`src/rtl/pipe_pal_pkg.sv`:
```
// Shared types and constants for the pipe_pal register-slice chain.
// Latency: n/a (package only).
// Backpressure: n/a (package only).
package pipe_pal_pkg;

    // Default payload width for the chain and its slices.
    localparam int W_DATA_DEF = 32;

    // Per-slice occupancy: no word, main entry only, main + skid entries.
    typedef enum logic [1:0] {
        ST_EMPTY = 2'd0,
        ST_ONE   = 2'd1,
        ST_FULL  = 2'd2
    } slice_state_e;

    // Width needed to count 0 .. 2*n_stages held words.
    function automatic int cnt_width(input int n_stages);
        return $clog2(2 * n_stages + 1);
    endfunction

endpackage

```
`src/rtl/pipe_pal_skid.sv`:
```
// One valid/ready register slice with a 2-entry (main + skid) buffer.
// Latency: 1 cycle from input transfer to o_valid when the output is not stalled.
// Backpressure: o_ready is a register (skid empty); it never depends on i_ready in the same cycle.
//
// Ports:
//   i_clk, i_rst          clock, synchronous active-high reset
//   i_flush               synchronous discard of both entries
//   i_valid/o_ready/i_data   upstream side
//   o_valid/i_ready/o_data   downstream side (o_data = main entry)
module pipe_pal_skid
    import pipe_pal_pkg::*;
#(
    parameter int W_DATA = W_DATA_DEF
) (
    input  logic              i_clk,
    input  logic              i_rst,
    input  logic              i_flush,
    input  logic              i_valid,
    output logic              o_ready,
    input  logic [W_DATA-1:0] i_data,
    output logic              o_valid,
    input  logic              i_ready,
    output logic [W_DATA-1:0] o_data
);

    slice_state_e      state_q, state_d;
    logic              rdy_q, rdy_d;
    logic              vld_q, vld_d;
    logic [W_DATA-1:0] main_q, main_d;
    logic [W_DATA-1:0] skid_q, skid_d;
    logic              push;
    logic              pop;

    assign push = i_valid && rdy_q;
    assign pop  = vld_q && i_ready;

    always_comb begin
        state_d = state_q;
        main_d  = main_q;
        skid_d  = skid_q;
        if (i_flush) begin
            // Data registers keep their contents so o_data still shows the
            // last word; only occupancy is cleared. A same-cycle push is lost.
            state_d = ST_EMPTY;
        end else begin
            case (state_q)
                ST_EMPTY: begin
                    if (push) begin
                        main_d  = i_data;
                        state_d = ST_ONE;
                    end
                end
                ST_ONE: begin
                    if (push && pop) begin
                        main_d = i_data;
                    end else if (push) begin
                        // Downstream stalled: park the new word in the skid.
                        skid_d  = i_data;
                        state_d = ST_FULL;
                    end else if (pop) begin
                        state_d = ST_EMPTY;
                    end
                end
                ST_FULL: begin
                    // rdy_q is low here, so no push can arrive.
                    if (pop) begin
                        main_d  = skid_q;
                        state_d = ST_ONE;
                    end
                end
                default: begin
                    state_d = ST_EMPTY;
                end
            endcase
        end
        // Ready and valid are registered copies of the next occupancy.
        rdy_d = (state_d != ST_FULL);
        vld_d = (state_d != ST_EMPTY);
    end

    always_ff @(posedge i_clk) begin
        if (i_rst) begin
            state_q <= ST_EMPTY;
            rdy_q   <= 1'b0;       // rises on the first cycle out of reset
            vld_q   <= 1'b0;
            main_q  <= '0;
            skid_q  <= '0;
        end else begin
            state_q <= state_d;
            rdy_q   <= rdy_d;
            vld_q   <= vld_d;
            main_q  <= main_d;
            skid_q  <= skid_d;
        end
    end

    assign o_ready = rdy_q;
    assign o_valid = vld_q;
    assign o_data  = main_q;

endmodule

```
`src/rtl/pipe_pal_chain.sv`:
```
// Chain of N_STAGES skid-buffered register slices for timing isolation on long routes.
// Latency: N_STAGES cycles from input transfer to o_valid when unstalled; 1 word/cycle throughput.
// Backpressure: holds up to 2*N_STAGES words; o_ready is registered and drops only when every skid is full.
//
// Optional feature macro: PIPE_PAL_OCC_EN adds the o_count occupancy output.
//
// Ports:
//   i_clk, i_rst          clock, synchronous active-high reset
//   i_flush               synchronous discard of all held words
//   i_valid/o_ready/i_data   upstream side (o_ready from slice 0)
//   o_valid/i_ready/o_data   downstream side (from the last slice)
//   o_count               words held in the chain (PIPE_PAL_OCC_EN only)
module pipe_pal_chain
    import pipe_pal_pkg::*;
#(
    parameter int W_DATA   = W_DATA_DEF,
    parameter int N_STAGES = 2
`ifdef PIPE_PAL_OCC_EN
    ,
    localparam int W_CNT   = cnt_width(N_STAGES)
`endif
) (
    input  logic              i_clk,
    input  logic              i_rst,
    input  logic              i_flush,
    input  logic              i_valid,
    output logic              o_ready,
    input  logic [W_DATA-1:0] i_data,
    output logic              o_valid,
    input  logic              i_ready,
    output logic [W_DATA-1:0] o_data
`ifdef PIPE_PAL_OCC_EN
    ,
    output logic [W_CNT-1:0]  o_count
`endif
);

    // Boundary k sits in front of slice k; boundary N_STAGES is the chain output.
    logic [N_STAGES:0] vld;
    logic [N_STAGES:0] rdy;
    logic [W_DATA-1:0] dat [N_STAGES+1];

    assign vld[0]        = i_valid;
    assign dat[0]        = i_data;
    assign rdy[N_STAGES] = i_ready;

    for (genvar k = 0; k < N_STAGES; k++) begin : g_slice
        pipe_pal_skid #(
            .W_DATA (W_DATA)
        ) u_slice (
            .i_clk   (i_clk),
            .i_rst   (i_rst),
            .i_flush (i_flush),
            .i_valid (vld[k]),
            .o_ready (rdy[k]),
            .i_data  (dat[k]),
            .o_valid (vld[k+1]),
            .i_ready (rdy[k+1]),
            .o_data  (dat[k+1])
        );
    end

    assign o_ready = rdy[0];
    assign o_valid = vld[N_STAGES];
    assign o_data  = dat[N_STAGES];

`ifdef PIPE_PAL_OCC_EN
    // Occupancy tracks chain-boundary transfers only; inter-slice moves
    // do not change the total number of words held.
    logic [W_CNT-1:0] cnt_q, cnt_d;
    logic             push_in;
    logic             pop_out;

    assign push_in = i_valid && rdy[0];
    assign pop_out = vld[N_STAGES] && i_ready;

    always_comb begin
        cnt_d = cnt_q;
        if (i_flush) begin
            cnt_d = '0;
        end else if (push_in && !pop_out) begin
            cnt_d = cnt_q + W_CNT'(1);
        end else if (pop_out && !push_in) begin
            cnt_d = cnt_q - W_CNT'(1);
        end
    end

    always_ff @(posedge i_clk) begin
        if (i_rst) begin
            cnt_q <= '0;
        end else begin
            cnt_q <= cnt_d;
        end
    end

    assign o_count = cnt_q;
`endif

endmodule

```
`config.mk`:
```
export PLATFORM = sky130hd
export DESIGN_NAME = pipe_pal_chain
export DESIGN_NICKNAME = d
export VERILOG_FILES = /design/src/rtl/pipe_pal_pkg.sv /design/src/rtl/pipe_pal_skid.sv /design/src/rtl/pipe_pal_chain.sv
export SDC_FILE = /design/constraint.sdc
export NUM_CORES = 1
export LEC_CHECK = 0
export BUFFER_PORTS_ARGS = -buffer_cell sky130_fd_sc_hd__buf_2
export CAP_MARGIN = 20
export CELL_PAD_IN_SITES_DETAIL_PLACEMENT = 0
export CELL_PAD_IN_SITES_GLOBAL_PLACEMENT = 1
export CORE_AREA = 2 2 165 86
export DETAILED_ROUTE_END_ITERATION = 10
export DIE_AREA = 0 0 167 88
export HOLD_SLACK_MARGIN = 0.1
export PLACE_DENSITY = 0.92
export SYNTH_ARGS = -nofsm -noshare
export SYNTH_HDL_FRONTEND = slang
export SYNTH_SLANG_ARGS = --single-unit
```
`constraint.sdc`:
```
create_clock -name i_clk -period 2.9 [get_ports i_clk]
set_input_delay 0.29 -clock i_clk [delete_from_list [all_inputs] [get_ports i_clk]]
set_output_delay 0.29 -clock i_clk [all_outputs]
set_load 0.01 [all_outputs]
```
After elaboration in Yosys (flattened, before gate mapping)

Index checks and enable logic that the tools add are counted.

Output and inout bits: 34
Bits in registers: 136
Input port bits: 37
Word-level logic and storage cells: 62

Reductions and logical operators: 15
Muxes and demuxes: 22
Bitwise logic cells: 3
Equal/unequal tests: 12

Operators with widths:

| operator                                                               | count |
|---|---|
| 32-bit two-way mux                                                     | 6 |
| 32-bit one-hot mux with 3 select lines                                 | 2 |
| 2-bit two-way mux                                                      | 12 |
| 2-bit one-hot mux with 3 select lines                                  | 2 |
| 2-bit by 1-bit != test with 1-bit output (second input constant)       | 5 |
| 5-bit AND reduction                                                    | 2 |
| 4-bit AND reduction                                                    | 2 |
| 2-bit != test (second input constant)                                  | 3 |
| 3-bit nonzero test                                                     | 2 |
| 1-bit logical AND                                                      | 5 |
| 2-bit by 1-bit equality test with 1-bit output (second input constant) | 2 |
| 2-bit equality test (second input constant)                            | 2 |
| 2-bit logical NOT                                                      | 2 |
| 2-bit nonzero test                                                     | 2 |
| 1-bit NOT                                                              | 3 |

Logic depth before layout (Yosys ltp)

Depth in word-level cells: 7
Mapped depth: 7
Mapped depth without buffers: 4

Hierarchy

From an unflattened synthesis, not the netlist that was laid out.

Cells, all modules: 610
Area total of the unflattened synthesis: 5437.7 um^2

Modules (own cells, without submodules):

| module        | instances | area each (um^2) | cells each | sequential area each (um^2) |
|---|---|---|---|---|
| pipe_pal_skid | 2         | 2718.9           | 305        | 1361.3 |

Worst setup path after synthesis

OpenSTA, ideal clock, no wires.

Path type: flip-flop to flip-flop
Start: register g_slice[1].u_slice.state_q[0]
End: register g_slice[1].u_slice.skid_q[27]
Data arrival time: 1.500 ns
Path slack: 1.264 ns
Data required time: 2.765 ns
Buffers on the path: 2
Cell stages (with the launch flop): 7
Library setup time: 0.135 ns
Period minus slack after synthesis: 1.636 ns
Cell sequence: dfxtp_1 a21bo_4 or4_4 buf_6 buf_12 nand2_2 a21oi_2

Longest elaborated chain between the ends: 2

RTL lines:

| what                                           | RTL line            | RTL |
|---|---|---|
| from (decl)                                    | pipe_pal_skid.sv:26 | `slice_state_e state_q, state_d;` |
| from (signal assigned)                         | pipe_pal_skid.sv:89 | `state_q <= state_d;` |
| 2-bit by 1-bit equality test with 1-bit output | pipe_pal_skid.sv:46 | `case (state_q)` |
| 4-bit AND reduction (no line)                  | n/a                 |  |
| to (signal assigned)                           | pipe_pal_skid.sv:93 | `skid_q <= skid_d;` |
| to (decl)                                      | pipe_pal_skid.sv:30 | `logic [W_DATA-1:0] skid_q, skid_d;` |

No other way between the ends.
A chain may end at the register's enable or synchronous reset.

Final worst setup path

Start: register g_slice[0].u_slice.state_q[0]
End: register g_slice[0].u_slice.main_q[0]

Longest elaborated chain between the ends: 3
Elaborated cells on any way between the ends: 9
Classes of those cells: 5 x eq/ne; 1 x mux; 3 x reduce/logical

RTL lines:

| what                                                                                     | RTL line            | RTL |
|---|---|---|
| from (decl)                                                                              | pipe_pal_skid.sv:26 |  |
| from (signal assigned)                                                                   | pipe_pal_skid.sv:89 |  |
| 2-bit equality test (tied with other cells)                                              | pipe_pal_skid.sv:46 |  |
| 2-bit by 1-bit != test with 1-bit output (no line) or 3-bit nonzero test (tied branches) | n/a                 |  |
| 5-bit AND reduction (no line)                                                            | n/a                 |  |
| to (signal assigned)                                                                     | pipe_pal_skid.sv:92 | `main_q <= main_d;` |
| to (decl)                                                                                | pipe_pal_skid.sv:29 | `logic [W_DATA-1:0] main_q, main_d;` |

Several ways; a longest one is shown, not always the timed one.

==> impl_metrics.csv <==
group,metric,value,unit
synthesis,ys_seq_elements,136,
critical_path,rrSetupSlack,820,ps
critical_path,critPathRequiredTime,3140,ps
route,vias,4739,
clocking,ctsHoldBuffers,0,
route,wire_per_inst,17.5,µm
floorplanning,core,0.0133,mm²
finish,antenna_cells,0,
clocking,cts_made_buffers,17,
sta,tightest_slew,1030,ps
power,peakVddDrop,433,µV
worst_hold_path,min_path_type,"input pin to register",
sta,clock_skew,8.24,ps
global_routing,grt-ovfl-total,0,
synthesis,ys_types,35,
place,dpl.hpwl,9.38,mm
critical_path,crit_path_end_kind,"register",
floorplanning,die_h,88,µm
sta,drv_slew,0,
route,drc,0,
synthesis,syn_area_per_cell,9.78,µm²
critical_path,r2r_start,"g_slice[0].u_slice.state_q[0]",
clocking,cts_setup_buffers,0,
clocking,cts_tree,"built",
global_routing,grtUsageTotal,0.209,
sta,fin_setup_tns,0,ps
critical_path,reg2reg_to,"g_slice[0].u_slice.o_data[0]",
place,routabilityCongestion,0.740,
sta,finalCriticalPeriod,2080,ps
finish,drive_gt1_frac,0.361,
critical_path,cp-start-kind,"register",
global_routing,grt_pass1_vias,4752,
clocking,h-tree-depth,4,
clocking,path_clk_slew,60,ps
sta,rsz0062_at_grt,"no",
synthesis,async_reset_ff_frac,0,
run,maxCapViolations,0,
critical_path,crit_type,"register to register",
clocking,clockBufferDepth,2,
global_routing,antenna_found_initial,0,
sta,hold_viol,0,
sta,setup_viol,0,
synthesis,synthCells,657,
route,viasPerCell,5.53,
sta,setup_ws,823,ps
critical_path,startpoint,"g_slice[0].u_slice.state_q[0]",
floorplanning,io_pins,71,
critical_path,rr_worst_depth,4,
global_routing,grt_max_degree,68,
floorplanning,die-area,0.0147,mm²
finish,syn_to_final_growth,11.3,%
worst_hold_path,min_from,"i_data[12]",
place,port_buffers,70,
critical_path,cp.arrival,2320,ps
sta,relSlewSlack,0.314,
synthesis,ys.warnings.count,0,
route,antenna_left,0,
synthesis,synth_edf_count,0,
sta,timing.final.crit_share,0.716,
clocking,cts_sinks,136,
finish,nets,705,
clocking,post_cts_resized,0,
power,power_density,628,mW/mm²
global_routing,grt_pass1_wl,24.3,mm
power,p_total,4.49,mW
synthesis,synth_flop_cell,"dfxtp_1",
power,p_leak,2.86,nW
critical_path,worstPathMaxFanout,32,
floorplanning,num_rows,30,
clocking,clockRootBuffer,"clkbuf_16",
route,drt_iter0_markers,304,
route,drt_wl_total,15.0,mm
place,dpl_worst_slack,864,ps
sta,clock.fmax,481,MHz
route,first_pass_iters,5,
synthesis,synth_seq_area_share,0.424,
synthesis,syn_nets,694,
run_status,outcome,"finished clean",
synthesis,syn_area,0.00643,mm²
floorplanning,start_util,0.485,
clocking,clk_latency,420,ps
floorplanning,die_width,167,µm
critical_path,cp-endpoint,"g_slice[0].u_slice.o_data[0]",
cells in the final DEF (no fill, tap or decap), types with 2 or more instances in the layout:
cell / synthesis / final
a211oi_2: 60 / 60
buf_2: 22 / 69
bufinv_16: 0 / 4
clkbuf_16: 0 / 17
buf_12: 3 / 2
and3b_1: 2 / 2
nand2b_2: 0 / 2
nor2_1: 5 / 5
nand2_2: 31 / 31
clkinvlp_4: 0 / 4
a21oi_2: 30 / 30
dfxtp_1: 136 / 136
or2_2: 0 / 2
buf_4: 36 / 9
a211oi_1: 6 / 6
a21oi_1: 42 / 42
nand3_1: 2 / 2
a211oi_4: 2 / 2
inv_1: 2 / 2
mux2i_1: 65 / 65
clkbuf_8: 0 / 2
nor3_1: 65 / 64
clkinv_2: 0 / 3
nand2_1: 103 / 103
kinds of logic after synthesis:
family                 after synthesis  synth area share
AND/OR/NAND/NOR                    221             0.169
AO/OA/AOI/OAI                      144             0.210
buffers and inverters               91            0.0969
flip-flops                         136             0.424
multiplexers                        65             0.101
metal layers:
metal / up-vias / wire (µm) / global-route usage
met4: 0 / 126 / 0.0650
met1: 2323 / 7370 / 0.280
met5: - / 0 / 0
met3: 10 / 754 / 0.0474
li1: 2291 / - / -
met2: 115 / 6780 / 0.341
critical path: stages, from the launching register on:
cell and delay, ps:
dfxtp_1 380, nand2b_2 240, a211oi_4 260, or2_2 830
a211oi_1 180
state kept, by name, summed over array words and instances (netlist names):
register                 cells
g_slice.u_slice.o_valid      2
g_slice.u_slice.o_data      64
g_slice.u_slice.state_q      4
g_slice.u_slice.o_ready      2
g_slice.u_slice.skid_q      64
worst min path at each step:
stage | to | cells past startpoint
3_5_place_dp | g_slice[0].u_slice.skid_q[25] | 2
6_report | g_slice[0].u_slice.skid_q[12] | 3
2_1_floorplan | g_slice[0].u_slice.skid_q[0] | 2
4_1_cts | g_slice[0].u_slice.skid_q[17] | 3
3_3_place_gp | g_slice[0].u_slice.skid_q[31] | 2
5_1_grt | g_slice[0].u_slice.skid_q[13] | 3
through the flow:
stage	instance area, µm²	std cells	util	hold WS, ps
after floorplan	6430	657	-	426
after global placement	6520	825	0.492	441
after detailed placement	6520	825	0.492	446
after CTS	7150	857	0.540	107
after global routing	7150	857	0.540	115
final	7150	857	0.540	123
final cells by class:
class / instances / area (µm²)
repair buffers: 81 / 464
flip-flops and latches: 136 / 2720
fillers: 1145 / 6100
clock buffers: 20 / 457
well taps: 176 / 220
inverters: 2 / 7.51
clock inverters: 12 / 174
multi-input cells: 430 / 3110
power by group:
part	internal, mW	switching (mW)	leakage [nW]	total, mW
combinational	0.0971	0.160	1.46	0.257
clock	1.48	0.818	0.298	2.30
sequential	1.91	0.0300	1.10	1.94
total	3.48	1.01	2.86	4.49
cell usage after synthesis, types with 3 or more instances:
| cell type | n | area share |
|---|---|---|
| nand2_1 | 103 | 0.060 |
| dfxtp_1 | 136 | 0.42 |
| a21oi_2 | 30 | 0.041 |
| buf_4 | 36 | 0.042 |
| a211oi_1 | 6 | 0.0070 |
| nor3_1 | 65 | 0.051 |
| nand2_2 | 31 | 0.030 |
| buf_2 | 22 | 0.017 |
| buf_6 | 8 | 0.014 |
| a21oi_1 | 42 | 0.033 |
| mux2i_1 | 65 | 0.10 |
| buf_12 | 3 | 0.0093 |
| a211oi_2 | 60 | 0.12 |
| clkbuf_1 | 18 | 0.011 |
| nor2_1 | 5 | 0.0029 |
No activity file was read; power rests on OpenSTA's default activity.
